===== config.mk =====
export PLATFORM = sky130hd
export DESIGN_NAME = uart_mem_bridge
export DESIGN_NICKNAME = d
export VERILOG_FILES = /design/src/rtl/uart_mem_bridge.sv
export SDC_FILE = /design/constraint.sdc
export NUM_CORES = 1
export LEC_CHECK = 0
export CELL_PAD_IN_SITES_DETAIL_PLACEMENT = 1
export CELL_PAD_IN_SITES_GLOBAL_PLACEMENT = 1
export CORE_MARGIN = 1.5
export CORE_UTILIZATION = 38
export CTS_CLUSTER_DIAMETER = 60
export DETAILED_ROUTE_END_ITERATION = 7
export GPL_ROUTABILITY_DRIVEN = 0
export MAX_ROUTING_LAYER = met4
export PLACE_DENSITY = 0.75
export SYNTH_ARGS = -nofsm -noshare
export SYNTH_HDL_FRONTEND = slang
export SYNTH_SLANG_ARGS = --single-unit

===== constraint.sdc =====
create_clock -name clk_i -period 2.2 [get_ports clk_i]
set_input_delay 0.33 -clock clk_i [delete_from_list [all_inputs] [get_ports clk_i]]
set_output_delay 0.33 -clock clk_i [all_outputs]
set_load 0.005 [all_outputs]

===== src/rtl/uart_mem_bridge.sv =====
// uart_mem_bridge: turns a core read request into a byte-serial exchange.
// The 32-bit address goes out as 4 bytes (LSB first) on the transmit
// stream; 4 reply bytes (LSB first) are gathered from the receive stream
// and the assembled word is returned with a one-cycle ready pulse.
// A silent link is caught by a per-byte watchdog that ends the request
// with mem_err_o set and a zero data word.
module uart_mem_bridge #(
   parameter logic [31:0] TimeoutCycles = 32'd1000000
) (
   input  logic        clk_i,
   input  logic        reset_ni,
   input  logic        mem_valid_i,
   input  logic [31:0] mem_addr_i,
   output logic        mem_ready_o,
   output logic [31:0] mem_rdata_o,
   output logic        mem_err_o,
   output logic [7:0]  m_axis_tdata,
   output logic        m_axis_tvalid,
   input  logic        m_axis_tready,
   input  logic [7:0]  s_axis_tdata,
   input  logic        s_axis_tvalid,
   output logic        s_axis_tready
);

   typedef enum logic [1:0] {
      IDLE = 2'd0,
      SEND = 2'd1,
      RECV = 2'd2,
      DONE = 2'd3
   } state_t;

   state_t      state, state_nx;
   logic [1:0]  idx, idx_nx;
   logic [31:0] addr, addr_nx;
   logic [31:0] timer, timer_nx;
   logic [31:0] rdata, rdata_nx;
   logic        err_nx;
   logic        tvalid_nx;
   logic [7:0]  tdata_nx;
   logic        rx_ready_nx;
   logic        ready_nx;
   logic        tx_hs;
   logic        rx_hs;

   // Pick byte lane n of a word (lane 0 is bits 7:0).
   function automatic logic [7:0] byte_sel(input logic [31:0] word, input logic [1:0] n);
      logic [7:0] b;
      case (n)
         2'd0:    b = word[7:0];
         2'd1:    b = word[15:8];
         2'd2:    b = word[23:16];
         default: b = word[31:24];
      endcase
      return b;
   endfunction

   // Replace byte lane n of a word with b.
   function automatic logic [31:0] byte_put(input logic [31:0] word, input logic [1:0] n,
                                            input logic [7:0] b);
      logic [31:0] w;
      w = word;
      case (n)
         2'd0:    w[7:0]   = b;
         2'd1:    w[15:8]  = b;
         2'd2:    w[23:16] = b;
         default: w[31:24] = b;
      endcase
      return w;
   endfunction

   // Stream outputs are registered, so a handshake is judged on the
   // values the partner currently sees.
   assign tx_hs = m_axis_tvalid & m_axis_tready;
   assign rx_hs = s_axis_tvalid & s_axis_tready;

   // Next-state, datapath updates and next values of the registered outputs.
   always_comb begin
      state_nx = state;
      idx_nx   = idx;
      addr_nx  = addr;
      timer_nx = timer;
      rdata_nx = rdata;
      err_nx   = 1'b0;

      case (state)
         IDLE: begin
            if (mem_valid_i) begin
               addr_nx  = mem_addr_i;
               idx_nx   = 2'd0;
               state_nx = SEND;
            end
         end
         SEND: begin
            if (tx_hs) begin
               if (idx == 2'd3) begin
                  state_nx = RECV;
                  idx_nx   = 2'd0;
                  timer_nx = 32'd0;
               end else begin
                  idx_nx = idx + 2'd1;
               end
            end
         end
         RECV: begin
            // A byte landing on the expiry cycle wins over the watchdog.
            if (rx_hs) begin
               rdata_nx = byte_put(rdata, idx, s_axis_tdata);
               timer_nx = 32'd0;
               if (idx == 2'd3) begin
                  state_nx = DONE;
               end else begin
                  idx_nx = idx + 2'd1;
               end
            end else if (timer == TimeoutCycles - 32'd2) begin
               // The count is about to reach TimeoutCycles-1: give up,
               // dropping any partially collected bytes.
               state_nx = DONE;
               err_nx   = 1'b1;
               rdata_nx = 32'd0;
               timer_nx = timer + 32'd1;
            end else begin
               timer_nx = timer + 32'd1;
            end
         end
         DONE: begin
            state_nx = IDLE;
         end
         default: begin
            state_nx = IDLE;
         end
      endcase

      // Outputs belong to the state being entered, so they are correct on
      // the first cycle of that state and read as zero while in reset.
      tvalid_nx   = (state_nx == SEND);
      tdata_nx    = (state_nx == SEND) ? byte_sel(addr_nx, idx_nx) : 8'h00;
      rx_ready_nx = (state_nx == IDLE) || (state_nx == RECV);
      ready_nx    = (state_nx == DONE);
   end

   // State register; reset forces IDLE at once.
   always_ff @(posedge clk_i or negedge reset_ni) begin
      if (!reset_ni) begin
         state <= IDLE;
      end else begin
         state <= state_nx;
      end
   end

   // Byte index, latched address, watchdog, data word and registered outputs.
   always_ff @(posedge clk_i or negedge reset_ni) begin
      if (!reset_ni) begin
         idx           <= 2'd0;
         addr          <= 32'd0;
         timer         <= 32'd0;
         rdata         <= 32'd0;
         mem_ready_o   <= 1'b0;
         mem_err_o     <= 1'b0;
         m_axis_tvalid <= 1'b0;
         m_axis_tdata  <= 8'h00;
         s_axis_tready <= 1'b0;
      end else begin
         idx           <= idx_nx;
         addr          <= addr_nx;
         timer         <= timer_nx;
         rdata         <= rdata_nx;
         mem_ready_o   <= ready_nx;
         mem_err_o     <= err_nx;
         m_axis_tvalid <= tvalid_nx;
         m_axis_tdata  <= tdata_nx;
         s_axis_tready <= rx_ready_nx;
      end
   end

   assign mem_rdata_o = rdata;

endmodule


== After elaboration in Yosys (flattened, before gate mapping) ==
Cells that the tools add are included.
W data, S select, Z words.

* Logic and storage cells: 78
* Output and inout port bits: 44
* Input bits: 45
* Register bits: 112

* Eq/ne operators: 18
* Add/sub/neg operators: 2
* Mux-type cells: 30
* Reduce and logical (&&, ||, !) cells: 13
* Bitwise logic cells: 2

{| class="wikitable"
|+ Operator list
! cell !! number
|-
| $mux W32 || 7
|-
| $pmux W32 S2 || 1
|-
| $mux W8 || 5
|-
| $add A32 B1 Y32 const B || 1
|-
| $eq A32 B20 Y1 const B || 1
|-
| $pmux W8 S3 || 1
|-
| $mux W2 || 11
|-
| $reduce_and A3 Y1 || 5
|-
| $eq A2 B2 Y1 const B || 7
|-
| $eq A2 B1 Y1 const B || 4
|-
| $logic_not A2 Y1 || 4
|-
| $pmux W2 S4 || 1
|-
| $ne A2 B1 Y1 const B || 3
|-
| $ne A2 B2 Y1 const B || 3
|-
| $pmux W2 S3 || 1
|-
| $reduce_bool A2 Y1 || 2
|-
| $mux W1 || 3
|-
| $reduce_or A3 Y1 || 1
|-
| $add A2 B1 Y2 const B || 1
|-
| $and A1 B1 Y1 || 2
|-
| $logic_or A1 B1 Y1 || 1
|}

== Depth between registers and ports, before layout ==
* Depth after elaboration: 7
* Gate-level depth with buffers: 9
* Depth with buffers taken out: 7

== Least setup slack after synthesis ==
OpenSTA, ideal clock, no wires.

* Kind: register to register
* From: register state[1]
* To: register m_axis_tdata[1]
* Slack: 0.176 ns
* Library setup time: 0.121 ns
* Arrival time: 1.903 ns
* Clock period less this slack: 2.024 ns
* Data required time: 2.079 ns
* Path buffers: 3
* Cell stages (with the launch flop): 9
* Path through: dfrtp_1 buf_4 nor3b_4 nor3b_1 a221o_1 buf_6 buf_6 mux2_4 a22o_1

* Cells in the longest elaborated chain, start to end: 5
* Elaborated cells on any way between the ends: 19
* Those cells by class: eq/ne: 6; mux: 11; reduce/logical: 2

{| class="wikitable"
|+ Ends and longest elaborated chain
! item !! RTL line !! RTL
|-
| from (decl) || 32 || <nowiki>state_t state, state_nx;</nowiki>
|-
| from (signal assigned) || 146 || <nowiki>state <= state_nx;</nowiki>
|-
| $eq A2 B2 Y1, or another cell as far along || 85 || <nowiki>case (state)</nowiki>
|-
| $pmux W2 S3 (*) || 85 ||
|-
| named net idx_nx[1] || 33 || <nowiki>logic [1:0] idx, idx_nx;</nowiki>
|-
| $eq A2 B2 Y1, or another cell as far along || 48 || <nowiki>case (n)</nowiki>
|-
| $pmux W8 S3 (*) || 48 ||
|-
| $mux W8 (*) || 136 || <nowiki>tdata_nx = (state_nx == SEND) ? byte_sel(addr_nx, idx_nx) : 8'h00;</nowiki>
|-
| named net tdata_nx[1] || 39 || <nowiki>logic [7:0] tdata_nx;</nowiki>
|-
| to (signal assigned) || 170 || <nowiki>m_axis_tdata <= tdata_nx;</nowiki>
|-
| to (decl) || 17 || <nowiki>output logic [7:0] m_axis_tdata,</nowiki>
|}

The timed path passes the listed nets; every way through them passes the cells marked *.
A chain may end at the register's enable or synchronous reset.

== Worst setup path in the final report ==
* From: register timer[0]
* To: register rdata[26], in the netlist mem_rdata_o[26]

* Cells in the longest elaborated chain, start to end: 3

{| class="wikitable"
|+ Ends and longest elaborated chain
! item !! RTL line !! RTL
|-
| from (decl) || 35 || <nowiki>logic [31:0] timer, timer_nx;</nowiki>
|-
| from (signal assigned) || 165 || <nowiki>timer <= timer_nx;</nowiki>
|-
| $eq A32 B20 Y1 || 114 || <nowiki>end else if (timer == TimeoutCycles - 32'd2) begin</nowiki>
|-
| $reduce_bool A2 Y1 (no line) || n/a ||
|-
| $reduce_and A3 Y1 (no line) || n/a ||
|-
| to (signal assigned) || 166 || <nowiki>rdata <= rdata_nx;</nowiki>
|-
| to (decl) || 36 || <nowiki>logic [31:0] rdata, rdata_nx;</nowiki>
|}

Every way passes these cells.

==> reports/qor.yml <==
top_level_ports: 89
yosys_most_used_dff: "dfrtp_1"
synth_fp_nets: 507
critPathBufInv: 3
cts_tree: "built"
critical_path.max_stage_delay_ns: 0.38
timing.final.crit_share_pct: 93.5
outcome: "finished clean"
route.detailed.wl_per_inst_um: 18.5
globalRoute.totalOverflow: 0
slew_viol_final: 0
yosysWarnings: 0
via_count_of_the_first_global_routing_pass: 4436
final_critical_period_ns: 2.06
postSynthRegisterBits: 112
drt_first_pass_iters: 4
clock-skew-final_ns: 0.0104
finalSetupViolations: 0
mostFrequentLayoutCells: "dfrtp_1 (112), clkdlybuf4s50_1 (87), mux2_2 (39)"
place.detailed.hpwl_mm: 9.90
chipHeight_um: 120
initial_core_util_pct: 39.2
grt_util_all_layers_pct: 21.0
timing.fmax_ghz: 0.486
vias: 4143
synthToLayoutAreaGrowth_pct: 31.4
clockBufferDepth: 2
timing.critical_path.required_ns: 2.44
worstPathCellList: "inv_1 > ha_1 > nor4b_2 > buf_4 > nand4b_1 > nor4b_4 > buf_6 > o21ai_2 > a22o_1"
crit_arrival_ns: 2.29
fin_tns_setup_ns: 0
regToRegStartpoint: "timer[0]"
routed_wirelength_mm: 13.9
worst_path_max_delay_cell: "dfrtp_1"
synth_area_per_cell_um2: 11.5
post_drt_via_cell_ratio: 5.54
synth-seq-area-share_pct: 53.8
number_of_port_buffers: 88
final_hold_viol_count: 0
nNetsFinal: 622
antenna_violations_before_repair: 0
drt_first_iter_violations: 192
synth-edff-count: 0
worstSetupPathType: "flop to flop"
core.rowCount: 42
timing.max_cap.violations: 0
r2r_slack_ns: 0.14
detail-route-antenna-nets: 0
grt_pass1_wl_mm: 23.1
drc_errors: 0
layout.cells.most_common: "dfrtp_1"
endpoint_kind: "flop"
power_density_nw_per_um2: 1010
cts_buffers: 9
synth-async-reset-ratio_pct: 100
design.core.area_um2: 13300
post_syn_area_um2: 5210
h_tree_depth_reported_by_cts: 3
clock_transition_at_the_registers_of_the_reported_paths_ns: 0.08
timing.rr.end: "mem_rdata_o[26]"
critPathLaunchType: "flop"
grt_setup_unrepaired: "false"
slew_headroom_pct: 65.5
min-delay-path-class: "input pin to async pin"
synth_cells: 453
die_width_um: 120
vdd_drop_max_mv: 0.667
rr_worst_depth: 9
crit_family: "simple AND/OR/NAND/NOR gates"
postCtsSetupRepairBufs: 0
worstSkewPairLatency_ns: 0.36
grt_start_max_net_pins: 39
post_route_cells_drive_above_1_share_pct: 18.9
p_leak_nw: 2.98
final_core_util_pct: 51.5
antennaDiodeCount: 0
ys_types: 53
cts.sinks: 112
overall_die_area_um2: 14400
timing_worst_slew_pin_value_ns: 0.518
worstPathMaxFanout: 8
root_buffer: "clkbuf_16"
## worst max-delay path by stage
| stage | start | to | slack [ns] | depth (start not counted) |
|---|---|---|---|---|
| finish | timer[0] | mem_rdata_o[26] | 0.14 | 9 |
| global route | state[0] | m_axis_tdata[6] | 0.01 | 6 |
| CTS | timer[6] | timer[27] | 0.002 | 5 |
| global placement | mem_valid_i | m_axis_tdata[7] | -0.11 | 6 |
| detailed placement | mem_valid_i | m_axis_tdata[6] | -0.19 | 7 |
| floorplan | state[1] | m_axis_tdata[1] | 0.18 | 8 |
## final cells by class
cell class / instances / area, um2
Fill cell: 1414 / 6450
Sequential cell: 112 / 2800
Multi-Input combinational cell: 308 / 2260
Timing Repair Buffer: 129 / 1230
Clock buffer: 9 / 225
Tap cell: 176 / 220
Clock inverter: 6 / 77.6
Inverter: 8 / 30.0
## cell families after synthesis
| kind of cell | Yosys count | synth area share, % |
|---|---|---|
| buffers and inverters | 33 | 3.05 |
| flip-flops | 112 | 53.8 |
| adder cells (fa/ha/maj) | 9 | 2.16 |
| multiplexers | 49 | 10.6 |
| XOR/XNOR | 1 | 0.168 |
| AO/OA/AOI/OAI | 122 | 16.2 |
| AND/OR/NAND/NOR | 127 | 14.0 |
## where the power goes
group	leakage, nW	internal [mW]	switching (mW)
Sequential	1.47	2.54	0.204
Combinational	1.37	1.40	1.09
Clock	0.146	0.900	0.793
Total	2.98	4.84	2.09
## Yosys cell counts (3+ instances only)
cell type    n  area share (%)
mux2i_1      7             1.3
and3_1      12             1.4
nand4b_1     4            0.67
ha_1         9             2.2
nor4_1       5            0.60
nand3_1     20             1.9
o31ai_1      3            0.43
a31oi_1     10             1.2
dfrtp_1    112              54
o21ai_0     34             3.3
or3_1        3            0.36
clkbuf_1    14             1.0
mux2_2      39             8.4
and2_1       7            0.84
nand2_1     32             2.3
buf_2        5            0.48
buf_6        3            0.65
nor2_1      12            0.87
o22ai_1      4            0.48
a22o_1      38             6.4
mux2_4       3            0.87
nor3_1       4            0.38
nor4b_1      4            0.67
nand4_1      9             1.1
a21oi_1     16             1.5
o21ai_2      4            0.67
inv_1        7            0.50
and4_1       3            0.50
## flip-flops by register name (all words and copies together), names as in the netlist
signal,cells
m_axis_tdata,8
state,2
mem_rdata_o,32
m_axis_tvalid,1
addr,32
idx,2
mem_ready_o,1
s_axis_tready,1
mem_err_o,1
timer,32
## routing by layer
metal	part of all wire (%)	wire length [um]	global-route usage (%)	vias to the layer above
met5	0	0	-	-
met4	0.96	133	4.76	0
met3	3.8	526	4.33	11
met2	51	7120	35.7	79
met1	44	6080	25.8	2128
li1	-	-	-	1925
## per-stage QoR
step | cells | instance area (um2) | total power, mW | hold WS (ns) | worst slack, ns
floorplan | 453 | 5210 | 4.29 | 0.0344 | 0.176
global placement | 732 | 6510 | 5.14 | 0.331 | -0.111
detailed placement | 732 | 6510 | 5.28 | 0.335 | -0.185
CTS | 748 | 6830 | 7.01 | 0.490 | 0.00234
global route | 748 | 6840 | 7.36 | 0.518 | 0.0108
finish | 748 | 6840 | 6.93 | 0.495 | 0.143
## repair_timing
action,CTS,global route
pin swaps,0,0
endpoints found under the setup margin,5,4
resized for setup,1,2
hold buffers,1,0
hold endpoints to repair,34,0
No activity file was read; power rests on OpenSTA's default activity.
